==> src/rtl/uart_pkg.sv <==
// Shared types for the UART baud-rate configuration controller.
//   baud_state_e     : controller sequencing states
//   baud_cfg_t       : one complete baud generator setting (x1 and x16 paths)
//   BAUD_CFG_DEFAULT : power-on baud setting
//   cfg_ok()         : a setting is usable only if neither divisor is zero
package uart_pkg;

  localparam int unsigned UART_DIV_W = 16;
  localparam int unsigned UART_FRA_W = 4;

  typedef enum logic [2:0] {
    STATE_RESET   = 3'd0,
    STATE_STOPPED = 3'd1,
    STATE_RUN     = 3'd2,
    STATE_DRAIN   = 3'd3,
    STATE_SWITCH  = 3'd4
  } baud_state_e;

  typedef struct packed {
    logic [UART_DIV_W-1:0] divisor;
    logic [UART_FRA_W-1:0] fra_adj;
    logic [UART_DIV_W-1:0] divisor_x16;
    logic [UART_FRA_W-1:0] fra_adj_x16;
  } baud_cfg_t;

  localparam baud_cfg_t BAUD_CFG_DEFAULT = '{
    divisor:     16'd434,
    fra_adj:     4'd0,
    divisor_x16: 16'd27,
    fra_adj_x16: 4'd8
  };

  // A zero divisor would stall the baud generator, so it is never applied.
  function automatic logic cfg_ok(input baud_cfg_t cfg);
    return (cfg.divisor != '0) && (cfg.divisor_x16 != '0);
  endfunction

endpackage

==> src/rtl/uart_baud_ctrl_timer.sv <==
// Loadable down-counter shared by the reset/switch hold and the drain timeout.
//   clk, rst  : clock, synchronous active-high reset (count reloads RST_VAL)
//   load      : load count from load_val (has priority over dec)
//   load_val  : value to load
//   dec       : decrement by one, saturating at zero
//   count     : current count
module uart_baud_ctrl_timer
  import uart_pkg::*;
#(
  parameter int unsigned WIDTH   = 16,
  parameter int unsigned RST_VAL = 4
) (
  input  logic             clk,
  input  logic             rst,
  input  logic             load,
  input  logic [WIDTH-1:0] load_val,
  input  logic             dec,
  output logic [WIDTH-1:0] count
);

  always_ff @(posedge clk) begin
    if (rst) begin
      count <= WIDTH'(RST_VAL);
    end else if (load) begin
      count <= load_val;
    end else if (dec && (count != '0)) begin
      count <= count - WIDTH'(1);
    end
  end

endmodule

==> src/rtl/uart_baud_ctrl.sv <==
// Baud generator configuration and sequencing controller.
// Accepts new divisor settings over a valid/ready handshake, waits for the
// TX/RX engines to go idle (or a drain timeout), then applies the setting
// through a clean disable / reset / re-enable sequence of the baud generator.
//   i_clk, i_rst            : clock, synchronous active-high reset
//   i_enable                : global baud enable request
//   i_cfg_valid/o_cfg_ready : configuration handshake
//   i_cfg_*                 : requested divisors / fractional adjusts
//   i_tx_busy, i_rx_busy    : engines mid-frame
//   o_divisor..o_fra_adj_x16: applied settings
//   o_baud_en, o_baud_x16_en: tick enables
//   o_baudgen_rstn          : active-low baud generator reset
//   o_cfg_done, o_cfg_err   : one-cycle applied / rejected pulses
//   o_drain_timeout         : sticky, last switch was forced by timeout
module uart_baud_ctrl
  import uart_pkg::*;
#(
  parameter int unsigned DIV_WIDTH       = UART_DIV_W,
  parameter int unsigned FRA_WIDTH       = UART_FRA_W,
  parameter int unsigned RST_CYCLES      = 4,
  parameter int unsigned DRAIN_TIMEOUT   = 65535,
  parameter int unsigned DEF_DIVISOR     = 434,
  parameter int unsigned DEF_DIVISOR_X16 = 27,
  parameter int unsigned DEF_FRA_ADJ_X16 = 8
) (
  input  logic                 i_clk,
  input  logic                 i_rst,
  input  logic                 i_enable,
  input  logic                 i_cfg_valid,
  output logic                 o_cfg_ready,
  input  logic [DIV_WIDTH-1:0] i_cfg_divisor,
  input  logic [FRA_WIDTH-1:0] i_cfg_fra_adj,
  input  logic [DIV_WIDTH-1:0] i_cfg_divisor_x16,
  input  logic [FRA_WIDTH-1:0] i_cfg_fra_adj_x16,
  input  logic                 i_tx_busy,
  input  logic                 i_rx_busy,
  output logic [DIV_WIDTH-1:0] o_divisor,
  output logic [FRA_WIDTH-1:0] o_fra_adj,
  output logic [DIV_WIDTH-1:0] o_divisor_x16,
  output logic [FRA_WIDTH-1:0] o_fra_adj_x16,
  output logic                 o_baud_en,
  output logic                 o_baud_x16_en,
  output logic                 o_baudgen_rstn,
  output logic                 o_cfg_done,
  output logic                 o_cfg_err,
  output logic                 o_drain_timeout
);

  localparam logic [2:0] ST_RESET   = 3'(STATE_RESET);
  localparam logic [2:0] ST_STOPPED = 3'(STATE_STOPPED);
  localparam logic [2:0] ST_RUN     = 3'(STATE_RUN);
  localparam logic [2:0] ST_DRAIN   = 3'(STATE_DRAIN);
  localparam logic [2:0] ST_SWITCH  = 3'(STATE_SWITCH);

  localparam int unsigned TMR_MAX = (RST_CYCLES > DRAIN_TIMEOUT) ? RST_CYCLES : DRAIN_TIMEOUT;
  localparam int unsigned TMR_W   = $clog2(TMR_MAX + 1);

  localparam baud_cfg_t CFG_RESET = '{
    divisor:     UART_DIV_W'(DEF_DIVISOR),
    fra_adj:     '0,
    divisor_x16: UART_DIV_W'(DEF_DIVISOR_X16),
    fra_adj_x16: UART_FRA_W'(DEF_FRA_ADJ_X16)
  };

  logic [2:0]       state_q, state_d;
  baud_cfg_t        cfg_in, shadow_q, shadow_d, applied_q, applied_d;
  logic             cfg_accept, cfg_reject;
  logic             tmr_load, tmr_dec, tmr_last;
  logic [TMR_W-1:0] tmr_val, tmr_cnt;
  logic             ready_d, en_d, rstn_d, done_d, err_d, tmo_d;

  assign cfg_in = '{
    divisor:     UART_DIV_W'(i_cfg_divisor),
    fra_adj:     UART_FRA_W'(i_cfg_fra_adj),
    divisor_x16: UART_DIV_W'(i_cfg_divisor_x16),
    fra_adj_x16: UART_FRA_W'(i_cfg_fra_adj_x16)
  };

  // o_cfg_ready is only high in STOPPED/RUN, so valid is ignored elsewhere.
  assign cfg_accept = i_cfg_valid && o_cfg_ready && cfg_ok(cfg_in);
  assign cfg_reject = i_cfg_valid && o_cfg_ready && !cfg_ok(cfg_in);
  assign tmr_last   = (tmr_cnt <= TMR_W'(1));

  // Shared hold / drain-timeout counter.
  uart_baud_ctrl_timer #(
    .WIDTH   (TMR_W),
    .RST_VAL (RST_CYCLES)
  ) u_timer (
    .clk      (i_clk),
    .rst      (i_rst),
    .load     (tmr_load),
    .load_val (tmr_val),
    .dec      (tmr_dec),
    .count    (tmr_cnt)
  );

  // Next-state and next-output logic.
  always_comb begin
    state_d   = state_q;
    shadow_d  = shadow_q;
    applied_d = applied_q;
    tmr_load  = 1'b0;
    tmr_val   = TMR_W'(RST_CYCLES);
    tmr_dec   = 1'b0;
    done_d    = 1'b0;
    err_d     = cfg_reject;
    tmo_d     = o_drain_timeout;

    if (cfg_accept) begin
      tmo_d = 1'b0;
    end

    case (state_q)
      ST_RESET: begin
        tmr_dec = 1'b1;
        if (tmr_last) begin
          state_d = i_enable ? ST_RUN : ST_STOPPED;
        end
      end
      ST_STOPPED: begin
        if (cfg_accept) begin
          shadow_d = cfg_in;
          state_d  = ST_SWITCH;
        end else if (i_enable) begin
          state_d = ST_RUN;
        end
      end
      ST_RUN: begin
        if (cfg_accept) begin
          shadow_d = cfg_in;
          state_d  = ST_DRAIN;
          tmr_load = 1'b1;
          tmr_val  = TMR_W'(DRAIN_TIMEOUT);
        end else if (!i_enable) begin
          state_d = ST_STOPPED;
        end
      end
      ST_DRAIN: begin
        // A zero timeout means wait for idle indefinitely.
        tmr_dec = (DRAIN_TIMEOUT != 0);
        if (!i_enable || (!i_tx_busy && !i_rx_busy)) begin
          state_d = ST_SWITCH;
        end else if ((DRAIN_TIMEOUT != 0) && tmr_last) begin
          state_d = ST_SWITCH;
          tmo_d   = 1'b1;
        end
      end
      ST_SWITCH: begin
        tmr_dec = 1'b1;
        if (tmr_last) begin
          done_d  = 1'b1;
          state_d = i_enable ? ST_RUN : ST_STOPPED;
        end
      end
      default: begin
        state_d = ST_RESET;
      end
    endcase

    // Applied settings move only on SWITCH entry, while enables are already low.
    if ((state_d == ST_SWITCH) && (state_q != ST_SWITCH)) begin
      applied_d = shadow_d;
      tmr_load  = 1'b1;
      tmr_val   = TMR_W'(RST_CYCLES);
    end

    ready_d = (state_d == ST_STOPPED) || (state_d == ST_RUN);
    en_d    = (state_d == ST_RUN) || (state_d == ST_DRAIN);
    rstn_d  = (state_d != ST_RESET) && (state_d != ST_SWITCH);
  end

  // State and output registers.
  always_ff @(posedge i_clk) begin
    if (i_rst) begin
      state_q         <= ST_RESET;
      shadow_q        <= CFG_RESET;
      applied_q       <= CFG_RESET;
      o_cfg_ready     <= 1'b0;
      o_baud_en       <= 1'b0;
      o_baud_x16_en   <= 1'b0;
      o_baudgen_rstn  <= 1'b0;
      o_cfg_done      <= 1'b0;
      o_cfg_err       <= 1'b0;
      o_drain_timeout <= 1'b0;
    end else begin
      state_q         <= state_d;
      shadow_q        <= shadow_d;
      applied_q       <= applied_d;
      o_cfg_ready     <= ready_d;
      o_baud_en       <= en_d;
      o_baud_x16_en   <= en_d;
      o_baudgen_rstn  <= rstn_d;
      o_cfg_done      <= done_d;
      o_cfg_err       <= err_d;
      o_drain_timeout <= tmo_d;
    end
  end

  assign o_divisor     = DIV_WIDTH'(applied_q.divisor);
  assign o_fra_adj     = FRA_WIDTH'(applied_q.fra_adj);
  assign o_divisor_x16 = DIV_WIDTH'(applied_q.divisor_x16);
  assign o_fra_adj_x16 = FRA_WIDTH'(applied_q.fra_adj_x16);

endmodule

==> config.mk <==
export PLATFORM = sky130hd
export DESIGN_NAME = uart_baud_ctrl
export DESIGN_NICKNAME = d
export VERILOG_FILES = /design/src/rtl/uart_pkg.sv /design/src/rtl/uart_baud_ctrl_timer.sv /design/src/rtl/uart_baud_ctrl.sv
export SDC_FILE = /design/constraint.sdc
export NUM_CORES = 1
export LEC_CHECK = 0
export CORE_MARGIN = 2
export CORE_UTILIZATION = 50
export DETAILED_ROUTE_END_ITERATION = 12
export PLACE_DENSITY = 0.78
export RECOVER_POWER = 50
export SLEW_MARGIN = 20
export SYNTH_ARGS = -nofsm -noshare
export SYNTH_HDL_FRONTEND = slang
export SYNTH_SLANG_ARGS = --single-unit
==> constraint.sdc <==
create_clock -name i_clk -period 2.5 [get_ports i_clk]
set_clock_uncertainty 0.15 [all_clocks]
set_input_delay 0.375 -clock i_clk [delete_from_list [all_inputs] [get_ports i_clk]]
set_output_delay 0.375 -clock i_clk [all_outputs]
set_load 0.05 [all_outputs]
==> run_results.csv, run 1 <==
group,metric,value,unit
clock_network,cts_tree,"done",
sta,finalCriticalPeriod,2.45,ns
setup_path,cp_cell_sequence,"clkdlybuf4s50_1 > nor4_1 > nand4_1 > buf_4 > nand4_1 > buf_4 > buf_12 > mux2i_1 > a211oi_2",
synthesis,post-synth-top-area-cell,"dfxtp_1",
floorplan,io_pins,93,
setup_path,critical-path-slowest-cell,"clkdlybuf4s50_1",
synthesis,post_synthesis_net_count,491,
run_status,run_status,"finished, final reports clean",
setup_path,path_delay_family,"buffers and inverters",
clock_network,hold_buffer_count_at_cts,0,
pwr,power_frac_comb,0.346,
setup_path,setup.worst_path.class,"in2reg",
pwr,power_density,762,nW/um^2
pwr,share_of_total_power_in_the_clock_network,0.220,
synthesis,most_instantiated_library_cell_after_synthesis,"dfxtp_1",
synthesis,synthesis.instances,443,
sta,max-slew-margin-rel,0.541,
floorplan,die_x,96.4,um
setup_path,worst_setup_path_end_kind,"register",
sta,max_freq,0.408,GHz
synthesis,synth.area.top_cells,"dfxtp_1 (49%), mux2i_1 (9.4%), a211oi_1 (6.7%)",
layout,final_layout_net_count,616,
sta,final_setup_fails,0,
synthesis,ys_types,47,
synthesis,ys_top_cells_by_count,"dfxtp_1 (105), nor2_1 (74), mux2i_1 (40)",
pwr,worst_ir_drop_vdd,0.000439,V
route,drt_first_pass_iters,4,
sta,final_max_slew_viol_count,0,
global_routing,grt_use_met2,0.360,
clock_network,clk_pin_slew_worst_paths,0.11,ns
floorplan,placement_rows,33,
global_routing,antenna_found_initial,0,
global_routing,global_route.overflow_total,0,
global_routing,gr-usage-met1,0.299,
placement,place_area,5510,um^2
synthesis,syn-mean-instance-area,9.64,um^2
layout,insertedDiodeCount,0,
clock_network,clockRootBuffer,"clkbuf_8",
synthesis,async_reset_ff_frac,0,
synthesis,synth-warning-count,0,
global_routing,first_pass_grt_wire_length,16000,um
global_routing,grt_max_degree,68,
floorplan,design.die.area,9300,um^2
global_routing,met3_usage,0.0644,
placement,portBuffers,92,
setup_path,worstPathRequired,2.59,ns
floorplan,fp.coreArea,8260,um^2
sta,report.final.hold_viol_count,0,
sta,worstMarginPinSlew,0.689,ns
route,drtIter0Drc,195,
layout,syn_to_final_growth,41.0,%
setup_path,critical-path-max-stage-delay,0.45,ns
route,routed-via-count,3732,
pwr,switch_share,0.361,
global_routing,via_count_of_the_first_global_routing_pass,3333,
synthesis,postSynthRegisterBits,105,
pwr,switching_pwr,1.66,mW
pwr,sequentialPowerShare,0.434,
route,antenna_left,0,
global_routing,grt_most_used_layer,"met2",
sta,rsz0062_at_grt,"yes",
setup_path,worstSetupStartpointType,"primary input",
placement,globalplace.congestion,0.873,
clock_network,worst_skew_pair.late_latency,0.37,ns
synthesis,post_synth_instance_area,4270,um^2
sta,fin_crit_sh,0.980,
sta,finalWorstSetupSlack,0.0490,ns
setup_path,cp_data_arrival_time,2.54,ns
pwr,total_leakage_power,2.43,nW
synthesis,synth_enable_flop_cells,0,
route,routed_wire_length_per_instance,16.4,um
global_routing,groute.usage.overall,0.224,
setup_path,timing.critical_path.buf_inv,4,
synthesis,commonest_register_cell_after_synthesis,"dfxtp_1",
route,drt_wl_total,11100,um
clock_network,cts-buffers-inserted,9,
layout,share_of_post_route_cells_with_drive_strength_above_1,0.220,
hold_path,hold_path_class,"in2reg",
clock_network,cts-root-to-sink-buffers,2,
pwr,p_int,2.94,mW
layout,final_design_area_no_fill,6020,um^2
setup_path,critical_path_peak_fanout,12,
floorplan,die_h,96.4,um
floorplan,initial_utilization,0.517,
clock_network,cts_sinks,105,
layout,fill_cells,610,
layout,finalCoreUtilization,0.730,
placement,detailedPlace.worstSlack,-0.336,ns
route,vias_per_cell,5.50,
synthesis,yosys.area.top_type_share,0.492,
route,drc_errors,0,
job,max-cap-violations,0,
placement,dp_hpwl,7460,um
synthesis,synth.yosys.seq_area_share,0.492,
clock_network,cts-htree-levels,3,
layer usage:
layer / vias up / share of wire / routed length [um]
met3: 12 / 0.064 / 707
met5: - / 0 / 0
met4: 0 / 0.013 / 141
met2: 96 / 0.48 / 5380
li1: 1838 / - / -
met1: 1786 / 0.44 / 4900
power by group through the flow:
stage	Combinational [mW]	Sequential, mW	Clock (mW)
after floorplan	0.954	2.09	0
after global placement	1.47	2.01	0
after detailed placement	1.51	2.02	0
after CTS	1.52	1.99	1.02
after global routing	1.73	2.02	1.09
final	1.59	1.99	1.01
sequential cells by signal (all words and copies together) (netlist names):
| register | flops |
|---|---|
| o_baudgen_rstn | 1 |
| o_divisor | 16 |
| shadow_q | 40 |
| o_cfg_done | 1 |
| o_fra_adj_x16 | 4 |
| o_cfg_err | 1 |
| o_cfg_ready | 1 |
| state_q | 3 |
| u_timer.count | 16 |
| o_drain_timeout | 1 |
| o_divisor_x16 | 16 |
| o_fra_adj | 4 |
| o_baud_x16_en | 1 |
kinds of logic after synthesis:
family	after synthesis	synth area share
compound gates	78	0.127
mux	41	0.0964
simple gates	174	0.215
flops	105	0.492
xor+xnor	9	0.0185
fa+ha+maj	2	0.00586
buf+inv	34	0.0448
per-stage QoR:
stage	total power, mW	hold WS [ns]	TNS, ns	instances
global route	4.84	0.320	-1.12	678
global placement	3.48	0.321	-24.93	650
floorplan	3.04	0.311	0	443
finish	4.59	0.275	0	678
CTS	4.53	0.336	0	666
detailed placement	3.53	0.331	-26.69	650
final cells by class:
cell class	instances	area, um^2	share of cell area
clock buffer	9	124	0.0206
clock inverter	7	63.8	0.0106
inverter	2	7.51	0.00125
multi-input combinational	304	2140	0.355
sequential	105	2100	0.349
tap	105	131	0.0218
timing repair buffer	146	1460	0.242
tightest hold or removal path, cell delays in order:
cell and delay (ns):
dlymetal6s2s_1 0.12, buf_4 0.12, mux2i_2 0.07, nor2_1 0.08
path summary, 6_finish.rpt:
check | start | endpoint | slack [ns] | cells after the start
max | i_cfg_divisor_x16[12] | o_divisor_x16[6]$_SDFFE_PP0P_ | 0.05 | 9
min | i_cfg_divisor_x16[15] | shadow_q[19]$_SDFF_PP0_ | 0.28 | 4
max reg2reg | u_timer.count[1]$_SDFFE_PP0P_ | u_timer.count[14]$_SDFFE_PP0P_ | 0.11 | 8
min reg2reg | shadow_q[7]$_SDFF_PP1_ | shadow_q[7]$_SDFF_PP1_ | 0.36 | 2
repair_timing:
| action | CTS | global route |
|---|---|---|
| resized for setup | 0 | 36 |
| setup endpoints to repair | 0 | 95 |
| setup buffers | 0 | 9 |
layout by cell type (no fill, tap or decap), types with 13 or more instances in the layout:
| cell | instances |
|---|---|
| dfxtp_1 | 105 |
| clkdlybuf4s50_1 | 90 |
| nor2_1 | 74 |
| buf_4 | 44 |
| mux2i_1 | 34 |
| nor3_1 | 26 |
| a211oi_2 | 21 |
| a21oi_1 | 19 |
| a211oi_1 | 17 |
| nand2_1 | 13 |
(Power assumes the default switching activity.)
==> inputs of run 2 (changes only) <==
--- a/config.mk
+++ b/config.mk
@@ -7,6 +7,7 @@
 export LEC_CHECK = 0
 export CORE_MARGIN = 2
 export CORE_UTILIZATION = 50
+export CTS_BUF_LIST = sky130_fd_sc_hd__clkbuf_4 sky130_fd_sc_hd__clkbuf_8 sky130_fd_sc_hd__clkbuf_16
 export DETAILED_ROUTE_END_ITERATION = 12
 export PLACE_DENSITY = 0.78
 export RECOVER_POWER = 50
==> results of run 2 <==
No change in the layout: final DEF, timing and power equal those of run 1.
